--- config.mk ---
export PLATFORM = sky130hd
export DESIGN_NAME = mem_port_arbiter
export DESIGN_NICKNAME = d
export VERILOG_FILES = /design/src/rtl/mem_port_arbiter.sv
export SDC_FILE = /design/constraint.sdc
export NUM_CORES = 1
export LEC_CHECK = 0
export BUFFER_PORTS_ARGS = -buffer_cell sky130_fd_sc_hd__buf_2
export CAP_MARGIN = 20
export CORE_MARGIN = 10
export CORE_UTILIZATION = 28
export CTS_CLUSTER_DIAMETER = 200
export DETAILED_ROUTE_END_ITERATION = 16
export GPL_TIMING_DRIVEN = 0
export PLACE_DENSITY = 0.58
export SYNTH_ARGS = -nofsm -noshare
export SYNTH_HDL_FRONTEND = slang
export SYNTH_SLANG_ARGS = --single-unit
--- constraint.sdc ---
create_clock -name i_clk -period 3.15 [get_ports i_clk]
set_input_delay 0.63 -clock i_clk [delete_from_list [all_inputs] [get_ports i_clk]]
set_output_delay 0.63 -clock i_clk [all_outputs]
set_load 0.02 [all_outputs]
--- src/rtl/mem_port_arbiter.sv ---
// mem_port_arbiter
// Shares the single-port instruction/data memory of the multi-cycle CPU
// between the CPU (default owner) and a DMA/debug burst master.
//   - CPU_OWN : memory port follows the CPU nets, zero added latency.
//   - DMA_OWN : one burst beat per cycle, CPU stalled if it requests.
// DMA waits at most MAX_WAIT cycles on a busy CPU before a forced grant,
// and a burst never exceeds BURST_MAX beats, so both sides are bounded.
// Optional build macro ARB_PERF_CNT_EN adds o_stall_cnt / o_forced_cnt.
module mem_port_arbiter #(
  parameter int ADDR_W    = 32,
  parameter int DATA_W    = 32,
  parameter int MAX_WAIT  = 4,
  parameter int BURST_MAX = 8
) (
  input  logic              i_clk,
  input  logic              i_rst_n,
  // CPU side
  input  logic [ADDR_W-1:0] i_cpu_addr,
  input  logic [DATA_W-1:0] i_cpu_wdata,
  input  logic              i_cpu_rd,
  input  logic              i_cpu_wr,
  output logic [DATA_W-1:0] o_cpu_rdata,
  output logic              o_cpu_stall,
  // DMA / debug burst master
  input  logic              i_dma_req,
  input  logic              i_dma_we,
  input  logic [ADDR_W-1:0] i_dma_addr,
  input  logic [3:0]        i_dma_len,
  input  logic [DATA_W-1:0] i_dma_wdata,
  output logic              o_dma_gnt,
  output logic              o_dma_rvalid,
  output logic [DATA_W-1:0] o_dma_rdata,
  output logic              o_dma_done,
  // memory port
  output logic [ADDR_W-1:0] o_mem_addr,
  output logic [DATA_W-1:0] o_mem_wdata,
  output logic              o_mem_rd,
  output logic              o_mem_wr,
  input  logic [DATA_W-1:0] i_mem_rdata
`ifdef ARB_PERF_CNT_EN
  ,
  output logic [15:0]       o_stall_cnt,
  output logic [7:0]        o_forced_cnt
`endif
);

  // Ownership encoding; one bit is enough for the two owners.
  localparam logic [0:0] ST_CPU_OWN = 1'b0;
  localparam logic [0:0] ST_DMA_OWN = 1'b1;

  localparam logic [3:0] C_MAX_WAIT  = 4'(MAX_WAIT);
  localparam logic [3:0] C_BURST_MAX = 4'(BURST_MAX);

  // Registered state
  logic [0:0]        r_state;
  logic [3:0]        r_wait_cnt;
  logic [3:0]        r_beat;
  logic [3:0]        r_len_q;
  logic [ADDR_W-1:0] r_base_q;
  logic              r_we_q;
  logic              r_dma_rvalid;
  logic [DATA_W-1:0] r_dma_rdata;
  logic              r_dma_done;

  // Combinational helpers
  logic              w_cpu_busy;
  logic              w_dma_own;
  logic              w_wait_expired;
  logic              w_grant;
  logic              w_forced;
  logic              w_last_beat;
  logic [3:0]        w_len_clamped;
  logic [ADDR_W-1:0] w_beat_addr;

  assign w_cpu_busy     = i_cpu_rd | i_cpu_wr;
  assign w_dma_own      = (r_state == ST_DMA_OWN);
  assign w_wait_expired = (r_wait_cnt == C_MAX_WAIT);

  // A grant can only be issued from CPU_OWN, so the first cycle after a
  // burst always belongs to the CPU before another grant can take effect.
  assign w_grant  = ~w_dma_own & i_dma_req & (~w_cpu_busy | w_wait_expired);
  // Grant that had to take the port away from a busy CPU.
  assign w_forced = w_grant & w_cpu_busy & w_wait_expired;

  assign w_last_beat = w_dma_own & (r_beat == (r_len_q - 4'd1));

  // Beat address wraps naturally modulo 2^ADDR_W.
  assign w_beat_addr = r_base_q + (ADDR_W'(r_beat) << 2);

  // Clamp the requested burst length into 1..BURST_MAX.
  always_comb begin
    w_len_clamped = i_dma_len;
    if (i_dma_len == 4'd0) begin
      w_len_clamped = 4'd1;
    end else if (i_dma_len > C_BURST_MAX) begin
      w_len_clamped = C_BURST_MAX;
    end
  end

  // Ownership state: grant moves to DMA_OWN, last beat hands back to the CPU.
  always_ff @(posedge i_clk or negedge i_rst_n) begin
    if (!i_rst_n) begin
      r_state <= ST_CPU_OWN;
    end else if (w_grant) begin
      r_state <= ST_DMA_OWN;
    end else if (w_last_beat) begin
      r_state <= ST_CPU_OWN;
    end
  end

  // DMA wait counter: counts contended cycles, saturates, cleared on grant.
  always_ff @(posedge i_clk or negedge i_rst_n) begin
    if (!i_rst_n) begin
      r_wait_cnt <= 4'd0;
    end else if (w_grant) begin
      r_wait_cnt <= 4'd0;
    end else if (~w_dma_own & i_dma_req & w_cpu_busy & ~w_wait_expired) begin
      r_wait_cnt <= r_wait_cnt + 4'd1;
    end
  end

  // Burst descriptor capture at grant, beat counter while the DMA owns the port.
  always_ff @(posedge i_clk or negedge i_rst_n) begin
    if (!i_rst_n) begin
      r_base_q <= '0;
      r_we_q   <= 1'b0;
      r_len_q  <= 4'd0;
      r_beat   <= 4'd0;
    end else if (w_grant) begin
      r_base_q <= i_dma_addr;
      r_we_q   <= i_dma_we;
      r_len_q  <= w_len_clamped;
      r_beat   <= 4'd0;
    end else if (w_dma_own) begin
      r_beat   <= w_last_beat ? 4'd0 : (r_beat + 4'd1);
    end
  end

  // Read beat return: data registered, visible the cycle after the beat.
  always_ff @(posedge i_clk or negedge i_rst_n) begin
    if (!i_rst_n) begin
      r_dma_rvalid <= 1'b0;
      r_dma_rdata  <= '0;
    end else begin
      r_dma_rvalid <= w_dma_own & ~r_we_q;
      if (w_dma_own & ~r_we_q) begin
        r_dma_rdata <= i_mem_rdata;
      end
    end
  end

  // Completion pulse in the cycle after the last beat.
  always_ff @(posedge i_clk or negedge i_rst_n) begin
    if (!i_rst_n) begin
      r_dma_done <= 1'b0;
    end else begin
      r_dma_done <= w_last_beat;
    end
  end

  // Memory port mux, selected only by the registered owner.
  always_comb begin
    o_mem_addr  = i_cpu_addr;
    o_mem_wdata = i_cpu_wdata;
    o_mem_rd    = i_cpu_rd;
    o_mem_wr    = i_cpu_wr;
    if (w_dma_own) begin
      o_mem_addr  = w_beat_addr;
      o_mem_wdata = i_dma_wdata;
      o_mem_rd    = ~r_we_q;
      o_mem_wr    = r_we_q;
    end
  end

  assign o_cpu_rdata  = i_mem_rdata;
  assign o_cpu_stall  = w_dma_own & w_cpu_busy;
  assign o_dma_gnt    = w_dma_own;
  assign o_dma_rvalid = r_dma_rvalid;
  assign o_dma_rdata  = r_dma_rdata;
  assign o_dma_done   = r_dma_done;

`ifdef ARB_PERF_CNT_EN
  logic [15:0] r_stall_cnt;
  logic [7:0]  r_forced_cnt;

  // Stall cycle counter, saturating.
  always_ff @(posedge i_clk or negedge i_rst_n) begin
    if (!i_rst_n) begin
      r_stall_cnt <= 16'd0;
    end else if (o_cpu_stall && (r_stall_cnt != 16'hFFFF)) begin
      r_stall_cnt <= r_stall_cnt + 16'd1;
    end
  end

  // Forced grant counter, saturating.
  always_ff @(posedge i_clk or negedge i_rst_n) begin
    if (!i_rst_n) begin
      r_forced_cnt <= 8'd0;
    end else if (w_forced && (r_forced_cnt != 8'hFF)) begin
      r_forced_cnt <= r_forced_cnt + 8'd1;
    end
  end

  assign o_stall_cnt  = r_stall_cnt;
  assign o_forced_cnt = r_forced_cnt;
`endif

endmodule

==> out/qor.yml, run 1 <==
postCtsHoldBufs: 0
rsz0062_at_grt: "yes"
max_freq_mhz: 325
stdcell_count: 1094
start_util: 0.286
die_h_um: 153
synthesis.area_sq_um: 4960
ant_nets: 0
worstSetupPathType: "flop to output port"
required_ps: 2520
diodes: 0
antenna_found_initial: 0
syn_avg_cell_area_sq_um: 9.22
startpoint_type: "flop"
finalSetupTns_ps: 0
synth-seq-cells: 80
clk_pin_slew_ps: 70
die_w_um: 153
ys_types: 39
fin_crit_sh: 0.977
grt_overflow: 0
core_area_sq_um: 17400
htree_levels: 3
row_count: 48
drc_errors: 0
synth_edf_count: 0
yosysTopAreaCell: "dfrtp_1"
clk_root_buffer_cell: "clkbuf_16"
synthFlopType: "dfrtp_1"
skew_ps: 7.02
first_pass_iters: 4
gp_congestion: 0.834
io_buffers: 303
yosysWarnings: 0
maxCapViolCount: 0
vias_per_cell: 4.72
io_pins: 304
grt_max_degree: 55
min_path_type: "primary input to asynchronous set/reset pin"
cp_max_fo: 5
grt_pass1_vias: 5454
netlist.area_leader.share: 0.404
dp_cells: 1067
drtIter0Drc: 303
clk_latency_ps: 340
detailed_place_hpwl_um: 16600
dieArea_sq_um: 23400
yosys-top-cells-area: "dfrtp_1 40%, mux2_2 16%, nand2_1 8.8%"
crit_top_cell: "buf_4"
setup_viol_count_final: 0
ir_drop_mv: 0.509
nets: 1043
hold_violations: 0
power.total_mw: 7.77
grt_pass1_wl_um: 31500
synthCells: 538
syn_to_final_growth_pct: 49.6
final_layout_size_suffix_gt1_frac: 0.551
synth_nets: 717
fin_util: 0.428
cts_tree: "yes"
vias: 5169
preCtsSetupSlack_ps: -544
end_kind: "output port"
clockBufferDepth: 2
fillers: 1764
tightest_slew_ps: 831
relSlewSlack: 0.445
status: "completed"
async_flop_share: 1.00
power_density_nw_per_um2: 1050
numCtsBuffers: 9
fin_crit_ps: 3080
drv_slew: 0
slowest_delay_ps: 510
clock_sinks: 80
drt_wl_total_um: 20600
wl_per_cell_um: 18.8
grt_use_total: 0.168
synth-seq-area-share: 0.404
path_cells: "ha_4, fa_2, and3_4, nor2_4, buf_4, or4_1, a31oi_2, buf_4"
layout_setup_ws_ps: 72.3
critPathSlowestCell: "or4_1"
cp.arrival_ps: 2450
leakagePower_nw: 3.65
-- cell usage in the layout, fill, tap and decap left out, types with 8 or more instances in the layout --
cell         n
inv_1       10
a31oi_1     20
o31ai_1     18
o21ai_0     13
nand2_1    116
buf_4       51
clkbuf_16    9
clkbuf_1    14
buf_2      302
dfrtp_2     11
or4_1       21
mux2_2      71
xnor2_1      8
nor2_1      33
dfrtp_1     69
-- layer usage --
| layer | up-vias | share of wire | track usage |
|---|---|---|---|
| met5 | - | 0 | 0 |
| met4 | 0 | 0.0075 | 0.0386 |
| met3 | 6 | 0.073 | 0.0497 |
| met2 | 185 | 0.51 | 0.294 |
| met1 | 2450 | 0.41 | 0.197 |
| li1 | 2528 | - | - |
-- per-stage QoR --
step	instance area, sq um	hold slack, ps
final	7420	211
after global routing	7420	222
after CTS	7310	210
after detailed placement	6790	470
after global placement	6760	468
after floorplan	4960	334
-- worst paths after layout --
kind,start,endpoint,slack [ps],cells after the start
worst max-delay path,r_base_q[2],o_mem_addr[24],70,8
worst max register to register,o_dma_gnt,o_dma_gnt,750,5
min in group i_clk,i_dma_addr[12],r_base_q[12],480,3
worst min-delay path,i_rst_n,o_dma_rdata[22],210,1
max in group asynchronous,i_rst_n,r_base_q[7],2300,2
worst min register to register,r_base_q[0],r_base_q[0],480,2
-- registers in the layout, indices dropped and copies added (netlist names) --
register      flops
o_dma_rdata      32
o_dma_done        1
r_wait_cnt        4
r_beat            4
r_we_q            1
o_dma_rvalid      1
o_dma_gnt         1
r_base_q         32
r_len_q           4
-- critical path, delay by kind of cell, from the launching register on --
kind            cells  cell delay, ps
compound gates      1             230
fa+ha+maj           2             370
buf+inv             2             330
flops               1             390
simple gates        3             790
-- what timing repair did --
action | 4_1_cts | 5_1_grt
pin swaps | 5 | 5
endpoints found under the setup margin | 27 | 21
setup buffers | 7 | 4
gates resized for setup | 35 | 27
cloned | 1 | 0
-- cells in the mapped netlist (all sizes together), types with 2 or more instances --
master / instances
or4: 22
nand2b: 5
o211ai: 3
nand3: 8
and2: 2
buf: 42
nand4: 6
inv: 10
nand2: 116
nor3: 2
o31ai: 20
a21o: 3
nand3b: 4
a31oi: 24
and3: 6
or3: 7
mux2: 71
ha: 8
xnor2: 8
o21ai: 13
nor2: 34
xor2: 4
dfrtp: 80
clkbuf: 20
a21oi: 7
o2bb2ai: 4
-- power by group --
| group | switching, mW | total (mW) | internal [mW] |
|---|---|---|---|
| Clock | 0.442 | 1.19 | 0.744 |
| Sequential | 0.489 | 2.05 | 1.56 |
| Combinational | 2.66 | 4.53 | 1.88 |
-- cell type report --
class,instances,area (sq um),area share
Tap cell,225,282,0.0379
Inverter,10,37.5,0.00506
Timing Repair Buffer,316,1650,0.222
Buffer,61,388,0.0523
Clock buffer,11,253,0.0341
Sequential cell,80,2020,0.272
Multi-Input combinational cell,386,2710,0.365
Clock inverter,5,86.3,0.0116
-- cell families after synthesis --
family                     Yosys count  synth area share
buffers and inverters               72            0.0799
xor gates and xnor gates            12            0.0212
muxes                               71             0.161
adders and majority gates            9            0.0242
DFF                                 80             0.404
and+or+nand+nor                    217             0.207
AOI/OAI and AO/OA                   77             0.103
Note: power is estimated with default switching activity, not from simulation.
==> run 2: changes to the inputs <==
Settings changed: CELL_PAD_IN_SITES_DETAIL_PLACEMENT set to 0, CELL_PAD_IN_SITES_GLOBAL_PLACEMENT set to 1, PLACE_DENSITY 0.58 to 0.77.
==> out/qor.yml, run 2 (synthesized netlist as in run 1, its figures left out) <==
status: "completed"
crit_buf_inv: 2  # unchanged
io_pins: 304  # unchanged
grt_pass1_wl_um: 30800  # -2.1%
grt_overflow: 0  # unchanged
cts_tree: "yes"
end_kind: "output port"
pwr-share-clk: 0.146  # -0.007
fin_crit_sh: 0.984  # +0.00671
worstSetupPathType: "flop to output port"
clk_root_buffer_cell: "clkbuf_16"
wl_per_cell_um: 18.4  # -2.5%
p_switching_mw: 3.58  # -0.33%
maxCapViolCount: 0  # unchanged
wl_met1_um: 8070  # -3.8%
vias: 5182  # +0.25%
startpoint_type: "flop"
grt_use_total: 0.164  # -0.00442
min_path_type: "primary input to asynchronous set/reset pin"
critPathSlowestCell: "or4_1"
rsz0062_at_grt: "yes"
syn_to_final_growth_pct: 48.4
skew_ps: 9.49  # +2.47 ps
routed-wl-met2_um: 10200  # -3.5%
relSlewSlack: 0.518  # +0.0735
fin_crit_ps: 3100  # +21.1 ps
crit_family: "simple AND/OR/NAND/NOR gates"
final_layout_size_suffix_gt1_frac: 0.545  # -0.00617
met3_length_um: 1560  # +4.2%
gp_congestion: 0.757  # -9.1%
die_h_um: 153  # unchanged
leakagePower_nw: 3.63  # -0.53%
path_cells: "ha_4, and3_4, nor2_4, buf_12, or4_1, a31oi_2, buf_4"
startpoint: "r_beat[2]"
drtIter0Drc: 207  # -32%
whs_ps: 151  # -60.7 ps
die_w_um: 153  # unchanged
numCtsBuffers: 9  # unchanged
cp_max_fo: 6  # +1
io_buffers: 303  # unchanged
cp.arrival_ps: 2470  # +20 ps
tightest_slew_ps: 721  # -110 ps
final_common_cell: "buf_2"
dieArea_sq_um: 23400  # unchanged
crit-reg2reg-launch: "r_wait_cnt[0]"
drc_errors: 0  # unchanged
fin_util: 0.424  # -0.00332
row_count: 48  # unchanged
clockBufferDepth: 2  # unchanged
layout_common_cells: "300 x buf_2, 116 x nand2_1, 73 x dfrtp_1"
power_density_nw_per_um2: 1040  # -0.89%
postCtsHoldBufs: 0  # unchanged
p_sw_frac: 0.468  # +0.00625
drv_slew: 0  # unchanged
topRoutingLayerUsed: "met5"
clk_latency_ps: 340  # about the same
hold_violations: 0  # unchanged
sequentialPowerShare: 0.265  # about the same
drt_wl_total_um: 20100  # -2.6%
setup_viol_count_final: 0  # unchanged
start_util: 0.286  # unchanged
core_area_sq_um: 17400  # unchanged
required_ps: 2520  # about the same
nets: 1040  # -0.29%
clk_pin_slew_ps: 70  # about the same
first_pass_iters: 4  # unchanged
p_int_mw: 4.06  # -2.8%
ant_nets: 0  # unchanged
ir_drop_mv: 0.395  # -22%
fillers: 1799  # +2.0%
detailed_place_hpwl_um: 16200  # -1.9%
slowest_delay_ps: 520  # about the same
htree_levels: 3  # unchanged
antenna_found_initial: 3  # +3
clock_sinks: 80  # unchanged
grt_pass1_vias: 5395  # -1.1%
grt_max_degree: 66  # +20%
max_freq_mhz: 323  # -0.68%
p_comb_frac: 0.589  # +0.005
vias_per_cell: 4.74  # +0.34%
[run 2: through the flow]
stage	instance area (sq um)	power, mW	worst slack (ps)	instances	setup TNS [ps]
2_1_floorplan	4960	4.73	292	538	0
3_3_place_gp	6760	6.21	-555	1066	-7010
3_5_place_dp	6790	6.27	-496	1067	-6490
4_1_cts	7280	7.68	3.80	1089	0
5_1_grt	7360	8.21	-5.03	1093	-7.41
6_report	7360	7.64	51.2	1093	0
[run 2: path summary, 6_finish.rpt]
kind	cells after the start	slack, ps	to
setup / recovery	7	50	o_mem_addr[24]
hold / removal	1	150	o_dma_rdata[24]
setup reg to reg	7	1020	r_base_q[14]
hold reg to reg	2	480	r_base_q[1]
max in group asynchronous	2	2370	r_beat[1]
min in group i_clk	3	480	r_base_q[18]
[run 2: routing by layer]
layer  track usage  vias up
li1              -     2526
met1         0.184     2418
met2         0.293      216
met3        0.0527       20
met4        0.0381        2
met5             0        -
[run 2: final cells by class]
class | count | area (sq um) | area share
Clock inverter | 6 | 75.1 | 0.0102
Antenna cell | 2 | 5.00 | 0.000680
Multi-Input combinational cell | 386 | 2680 | 0.364
Buffer | 62 | 398 | 0.0540
Inverter | 10 | 37.5 | 0.00510
Tap cell | 225 | 282 | 0.0382
Timing Repair Buffer | 312 | 1640 | 0.222
Clock buffer | 10 | 239 | 0.0325
Sequential cell | 80 | 2010 | 0.273
[run 2: repair_timing]
item	4_1_cts	5_1_grt
setup endpoints to repair	27	24
buffers inserted	5	2
resized for setup	34	22
pin swaps	4	5
hold endpoints to repair	0	0
cloned	1	0
[run 2: power by group through the flow]
stage	logic, mW	clock network [mW]	registers [mW]
5_1_grt	4.90	1.20	2.11
3_5_place_dp	4.24	0	2.03
4_1_cts	4.51	1.15	2.01
2_1_floorplan	2.53	0	2.20
3_3_place_gp	4.20	0	2.01
6_report	4.50	1.11	2.03
